### src/rtl/binary_div_9_5_bi.sv
// Sequential signed restoring divider: 9-bit dividend / 5-bit divisor, one quotient bit per enabled clock.
// Optional divide-by-zero short-cut and dz flag enabled by defining BINARY_DIV_ZERO_CHECK_EN.
module binary_div_9_5_bi (
  input  logic       clk,
  input  logic       rst_n,
  input  logic       en,
  input  logic       start,
  input  logic [8:0] N,
  input  logic [4:0] D,
  output logic [9:0] Q,
  output logic [4:0] R,
  output logic       busy,
  output logic       done,
  output logic       dz
);

  // state | meaning
  // IDLE  | waiting for start
  // CALC  | one restoring step per enabled edge, 9 steps
  // FIN   | result valid, done pulse; start here is accepted
  typedef enum logic [1:0] {IDLE, CALC, FIN} state_t;

  state_t     state_q, state_d;
  logic [3:0] cnt_q, cnt_d;
  logic [8:0] nsh_q, nsh_d;
  logic [4:0] dabs_q, dabs_d;
  logic [5:0] prem_q, prem_d;
  logic [8:0] qmag_q, qmag_d;
  logic       sq_q, sq_d;
  logic       sr_q, sr_d;
  logic [9:0] q_q, q_d;
  logic [4:0] r_q, r_d;

  logic [5:0] shifted;
  logic [6:0] trial;
  logic       qbit;
  logic [5:0] rem_next;
  logic [8:0] qmag_next;

  // Partial remainder never exceeds 2*15+1, so 6 bits plus a borrow bit suffice.
  assign shifted   = {prem_q[4:0], nsh_q[8]};
  assign trial     = {1'b0, shifted} - {2'b00, dabs_q};
  assign qbit      = ~trial[6];
  assign rem_next  = qbit ? trial[5:0] : shifted;
  assign qmag_next = {qmag_q[7:0], qbit};

`ifdef BINARY_DIV_ZERO_CHECK_EN
  logic dz_q, dz_d;
`endif

  always_comb begin
    state_d = state_q;
    cnt_d   = cnt_q;
    nsh_d   = nsh_q;
    dabs_d  = dabs_q;
    prem_d  = prem_q;
    qmag_d  = qmag_q;
    sq_d    = sq_q;
    sr_d    = sr_q;
    q_d     = q_q;
    r_d     = r_q;
`ifdef BINARY_DIV_ZERO_CHECK_EN
    dz_d    = dz_q;
`endif
    if (en) begin
      case (state_q)
        CALC: begin
          nsh_d  = {nsh_q[7:0], 1'b0};
          prem_d = rem_next;
          qmag_d = qmag_next;
          cnt_d  = cnt_q - 4'd1;
          if (cnt_q == 4'd0) begin
            state_d = FIN;
            cnt_d   = 4'd0;
            q_d     = sq_q ? (~{1'b0, qmag_next} + 10'd1) : {1'b0, qmag_next};
            r_d     = sr_q ? (~rem_next[4:0] + 5'd1) : rem_next[4:0];
`ifdef BINARY_DIV_ZERO_CHECK_EN
            dz_d    = 1'b0;
`endif
          end
        end
        default: begin
          if (state_q == FIN) state_d = IDLE;
          if (start) begin
            nsh_d   = N[8] ? (~N + 9'd1) : N;
            dabs_d  = D[4] ? (~D + 5'd1) : D;
            sq_d    = N[8] ^ D[4];
            sr_d    = N[8];
            prem_d  = 6'd0;
            qmag_d  = 9'd0;
            cnt_d   = 4'd8;
            state_d = CALC;
`ifdef BINARY_DIV_ZERO_CHECK_EN
            if (D == 5'd0) begin
              state_d = FIN;
              cnt_d   = 4'd0;
              q_d     = 10'd0;
              r_d     = 5'd0;
              dz_d    = 1'b1;
            end
`endif
          end
        end
      endcase
    end
  end

  always_ff @(posedge clk or negedge rst_n) begin
    if (!rst_n) begin
      state_q <= IDLE;
      cnt_q   <= 4'd0;
      nsh_q   <= 9'd0;
      dabs_q  <= 5'd0;
      prem_q  <= 6'd0;
      qmag_q  <= 9'd0;
      sq_q    <= 1'b0;
      sr_q    <= 1'b0;
      q_q     <= 10'd0;
      r_q     <= 5'd0;
    end else begin
      state_q <= state_d;
      cnt_q   <= cnt_d;
      nsh_q   <= nsh_d;
      dabs_q  <= dabs_d;
      prem_q  <= prem_d;
      qmag_q  <= qmag_d;
      sq_q    <= sq_d;
      sr_q    <= sr_d;
      q_q     <= q_d;
      r_q     <= r_d;
    end
  end

`ifdef BINARY_DIV_ZERO_CHECK_EN
  always_ff @(posedge clk or negedge rst_n) begin
    if (!rst_n) dz_q <= 1'b0;
    else        dz_q <= dz_d;
  end
  assign dz = dz_q;
`else
  assign dz = 1'b0;
`endif

  assign Q    = q_q;
  assign R    = r_q;
  assign busy = (state_q == CALC);
  assign done = (state_q == FIN);

endmodule
### config.mk
export PLATFORM = sky130hd
export DESIGN_NAME = binary_div_9_5_bi
export DESIGN_NICKNAME = d
export VERILOG_FILES = /design/src/rtl/binary_div_9_5_bi.sv
export SDC_FILE = /design/constraint.sdc
export NUM_CORES = 1
export LEC_CHECK = 0
export CAP_MARGIN = 20
export CORE_MARGIN = 2
export CORE_UTILIZATION = 25
export DETAILED_ROUTE_END_ITERATION = 10
export PLACE_DENSITY_LB_ADDON = 0.2
export SLEW_MARGIN = 20
export SYNTH_ARGS = -nofsm -noshare
export SYNTH_HDL_FRONTEND = slang
export SYNTH_SLANG_ARGS = --single-unit
### constraint.sdc
create_clock -name clk -period 6.6 [get_ports clk]
set_input_delay 0.99 -clock clk [delete_from_list [all_inputs] [get_ports clk]]
set_output_delay 0.99 -clock clk [all_outputs]
set_load 0.005 [all_outputs]
# --- Word level (Yosys, flattened, before mapping) ---
# Cells that the tools add are included.
totals:
  register_bits: 50
  latch_bits: 0
  mem_bits_rw: 0
  mem_bits_ro: 0
  in_bits: 18
  word_cells: 51
  n_memories: 0
op_classes:
  addsub: 6
  multipliers: 0
  n_div: 0
  n_lt_le_gt_ge: 0
  n_eq_ne: 3
  shifts: 0
  n_mux: 18
  n_bitwise: 7
  n_reduce_logical: 7
op_table:
  columns: ["cell", "n"]
  rows:
  - ["two-way mux 9 bit", 3]
  - ["two-way mux 5 bit", 5]
  - ["two-way mux 8 bit", 2]
  - ["two-way mux 4 bit", 3]
  - ["adder 10 x 1 -> 10 bit, second input constant", 1]
  - ["adder 5 x 1 -> 5 bit, second input constant", 2]
  - ["two-way mux 10 bit", 1]
  - ["inverter 5 bit", 2]
  - ["inverter 9 -> 10 bit", 1]
  - ["adder 9 x 1 -> 9 bit, second input constant", 1]
  - ["inverter 9 bit", 1]
  - ["AND reduction 3 bit", 3]
  - ["two-way mux 2 bit", 4]
  - ["subtractor 6 x 5 -> 7 bit", 1]
  - ["zero test 4 bit", 1]
  - ["subtractor 4 x 1 -> 4 bit, second input constant", 1]
  - ["nonzero test 3 bit", 1]
  - ["equality test 2 x 1 -> 1 bit, second input constant", 1]
  - ["equality test 2 bit, second input constant", 1]
  - ["!= test 2 x 1 -> 1 bit, second input constant", 1]
  - ["inverter 1 bit", 2]
  - ["AND reduction 2 bit", 1]
  - ["nonzero test 2 bit", 1]
  - ["bitwise XOR 1 bit", 1]

# --- Longest topological paths before layout ---
depth:
  ltp_word: 5
  ltp_mapped: 14
  depth_no_buf: 13

# --- Least setup slack after synthesis ---
# OpenSTA, ideal clock, no wires.
synth_path:
  path_type: "register to register"
  startpoint: "reg nsh_q[8]"
  endpoint: "reg q_q[8] (netlist: Q[8])"
  setup_ns: 0.136
  arrival_ns: 2.393
  path_slack_ns: 4.071
  stages_incl_launch_ff: 15
  path_buffers: 1
  period_less_slack_ns: 2.529
  path_cell_list: "dfrtp_1 inv_1 ha_1 inv_1 fa_1 a211oi_2 o21ai_1 buf_2 inv_1 ha_1 nand2b_1 o21ai_0 nand2_1 xnor2_1 o21ai_0"
synth_via:
  elab_chain_cells: 5
synth_rtl:
  columns: ["item", "line_no", "rtl"]
  rows:
  - ["from (decl)", "25", "logic [8:0] nsh_q, nsh_d;"]
  - ["from (signal assigned)", "123", "nsh_q <= nsh_d;"]
  - ["subtractor 6 x 5 -> 7 bit", "42", "assign trial = {1'b0, shifted} - {2'b00, dabs_q};"]
  - ["inverter 1 bit", "43", "assign qbit = ~trial[6];"]
  - ["inverter 9 -> 10 bit", "75", "q_d = sq_q ? (~{1'b0, qmag_next} + 10'd1) : {1'b0, qmag_next};"]
  - ["adder 10 x 1 -> 10 bit", "75", null]
  - ["two-way mux 10 bit", "75", null]
  - ["to (signal assigned)", "129", "q_q <= q_d;"]
  - ["to (decl)", "31", "logic [9:0] q_q, q_d;"]
# Every way passes these cells.
# A chain may end at the register's enable or synchronous reset.

# --- Worst setup path after layout ---
# Same ends and word-level chain as after synthesis.

==> qor.yml <==
critPathArrivalTime_ns: 3.12
power_frac_clock: 0.139
finalHoldViolCount: 0
clockRootBuffer: "clkbuf_8"
worstSetupStartpointType: "flop"
final_cell_area_um2: 3290
syn_to_final_growth_pct: 21.4
first_pass_iters: 5
antenna_found_initial: 0
cts_num_sinks: 50
cts_resized: 0
synth.cell_area_um2: 2710
hpwl_um: 4140
max_cap_violations: 0
die_h_um: 108
rsz0062_at_grt: "false"
switchingPower_mw: 0.621
pin_count: 36
synth_top_area_share: 0.462
leakage_nw: 1.42
wire_per_inst_um: 12.0
intPower_mw: 0.914
grt_pass1_wl_um: 9980
cp_max_fo: 13
final_util: 0.307
die_area_um2: 11700
grt_overflow: 0
ctsHoldBuffers: 0
path_class: "reg -> reg"
drcViolationCount: 0
drive_gt1_frac: 0.0590
pwr-share-seq: 0.362
pre_cts_slack_ns: 3.50
p_sw_frac: 0.405
rows: 38
grt_pass1_vias: 1991
outcome: "complete, no violations"
final-setup-viol-count: 0
grtUsageTotal: 0.105
initial_core_util: 0.253
hold_path_class: "reg -> reg"
nNetsFinal: 350
cts_tree: "yes"
fillers: 1135
total_power_mw: 1.54
n_antenna_cell: 0
dpl-instance-area_um2: 3180
p_per_area_nw_per_um2: 467
drv_slew: 0
postRouteAntennaNets: 0
clk_pin_slew_ns: 0.10
syn_area_per_cell_um2: 9.28
ctsLongestPathBuffers: 2
ys_seq_elements: 50
pwr-share-comb: 0.499
tightest_slew_ns: 0.826
port_buffers: 34
stdcell_count: 462
cp-end-kind: "flop"
routed_via_density: 4.39
cts_max_level: 2
ys_seq_area_frac: 0.462
fmax_mhz: 337
wirelength_um: 5530
irDropWorstVdd_v: 0.000157
tns_ns: 0
hold_ws_ns: 0.484
grt_max_degree: 51
dp.cells: 454
first_iter_violations: 81
die-width_um: 108
clk_latency_ns: 0.30
fin_ws_ns: 3.63
slew-limit-headroom: 0.448
synth_fp_nets: 321
place_congestion: 0.740
synth.distinct_cells: 46
fin_crit_sh: 0.450
cts_buffers: 5
routed-via-count: 2027
finalClockSkew_ns: 0.0115
cts_setup_buffers: 0
core-area_um2: 10700
synthTopCellsByArea: "dfrtp_1, o21ai_0, nand2_1, ha_1, xor2_1"
ys_warn_count: 0
min_period_ns: 2.97
synth_top_area_cell: "dfrtp_1"
synthCells: 292
critPathRequiredTime_ns: 6.74
worst max-delay path, stage by stage, from the launching register on:
cell and delay (ns):
dfrtp_1 0.44, inv_1 0.12, ha_1 0.16, inv_1 0.05, fa_1 0.43, a211oi_2 0.23, o21ai_1 0.31, inv_1 0.20
ha_1 0.19, nand2b_1 0.08, o21ai_0 0.25, nand2_1 0.11, xnor2_1 0.17, o21ai_0 0.10
cell type report:
type	instances	area, um^2	share of cell area
clock buffer	6	72.6	0.0221
clock inverter	2	37.5	0.0114
inverter	17	63.8	0.0194
multi-input combinational	211	1340	0.407
sequential	50	1250	0.380
tap	140	175	0.0533
timing repair buffer	36	350	0.107
power groups by stage:
stage,Combinational (mW),Clock [mW],Sequential (mW)
finish,0.766,0.214,0.556
detailed placement,0.778,0,0.562
global placement,0.766,0,0.561
global route,0.888,0.237,0.581
CTS,0.777,0.223,0.557
floorplan,0.563,0,0.528
registers in the layout, indices dropped and copies added, names as in the netlist, 2 cells and up:
| signal | cells |
|---|---|
| Q | 10 |
| R | 5 |
| cnt_q | 4 |
| dabs_q | 5 |
| nsh_q | 9 |
| prem_q | 5 |
| qmag_q | 8 |
| state_q | 2 |
synthesized netlist by cell type (all sizes together):
| cell type | instances |
|---|---|
| nand2 | 49 |
| nor4 | 1 |
| dfrtp | 50 |
| xnor2 | 10 |
| o211ai | 1 |
| mux2i | 5 |
| or3 | 3 |
| o22ai | 1 |
| and2 | 1 |
| and3 | 1 |
| o31ai | 6 |
| o41ai | 2 |
| a2111oi | 1 |
| a211oi | 1 |
| nor2 | 13 |
| nand3b | 2 |
| o221ai | 1 |
| mux2 | 2 |
| inv | 17 |
| nor2b | 2 |
| a22oi | 1 |
| nor3 | 3 |
| a22o | 8 |
| conb | 1 |
| nand3 | 2 |
| fa | 1 |
| ha | 10 |
| xor2 | 12 |
| o311ai | 1 |
| a21o | 2 |
| buf | 3 |
| a21oi | 10 |
| clkbuf | 11 |
| nand2b | 3 |
| nand4b | 1 |
| or4 | 3 |
| o31a | 1 |
| or4b | 1 |
| nor3b | 1 |
| o21ai | 48 |
routing by layer:
layer,global-route usage,routed length [um]
met4,0.0247,36
met2,0.153,2230
met3,0.0253,263
met1,0.157,3000
met5,0,0
cell usage in the layout (no fill, tap or decap), drive strengths merged, types with 3 or more instances in the layout:
cell / Yosys / layout
nand2b: 3 / 3
or3: 3 / 3
nor3: 3 / 3
o31ai: 6 / 6
nand2: 49 / 49
or4: 3 / 3
dfrtp: 50 / 50
ha: 10 / 10
o21ai: 48 / 48
a22o: 8 / 8
mux2i: 5 / 5
clkdlybuf4s50: 0 / 33
nor2: 13 / 13
inv: 17 / 17
xor2: 12 / 12
buf: 3 / 3
a21oi: 10 / 10
clkbuf: 11 / 6
xnor2: 10 / 10
worst paths after layout:
path                                            from                     to  slack [ns]  cells past startpoint
worst max-delay path            nsh_q[8]$_DFFE_PN0P_       Q[8]$_DFFE_PN0P_        3.63                     13
worst min-delay path                Q[2]$_DFFE_PN0P_       Q[2]$_DFFE_PN0P_        0.48                      2
worst max register to register  nsh_q[8]$_DFFE_PN0P_       Q[8]$_DFFE_PN0P_        3.63                     13
worst min register to register      Q[2]$_DFFE_PN0P_       Q[2]$_DFFE_PN0P_        0.48                      2
max in group asynchronous                      rst_n  qmag_q[2]$_DFFE_PN0P_        5.36                      2
min in group asynchronous                      rst_n  prem_q[1]$_DFFE_PN0P_        0.80                      2
logic make-up after synthesis:
family,synth area share
adder cells (fa/ha/maj),0.0536
flip-flops,0.462
AO/OA/AOI/OAI,0.194
other,0.00138
buffers and inverters,0.0453
XOR/XNOR,0.0711
AND/OR/NAND/NOR,0.146
multiplexers,0.0268
Note: power is estimated with default switching activity, not from simulation.
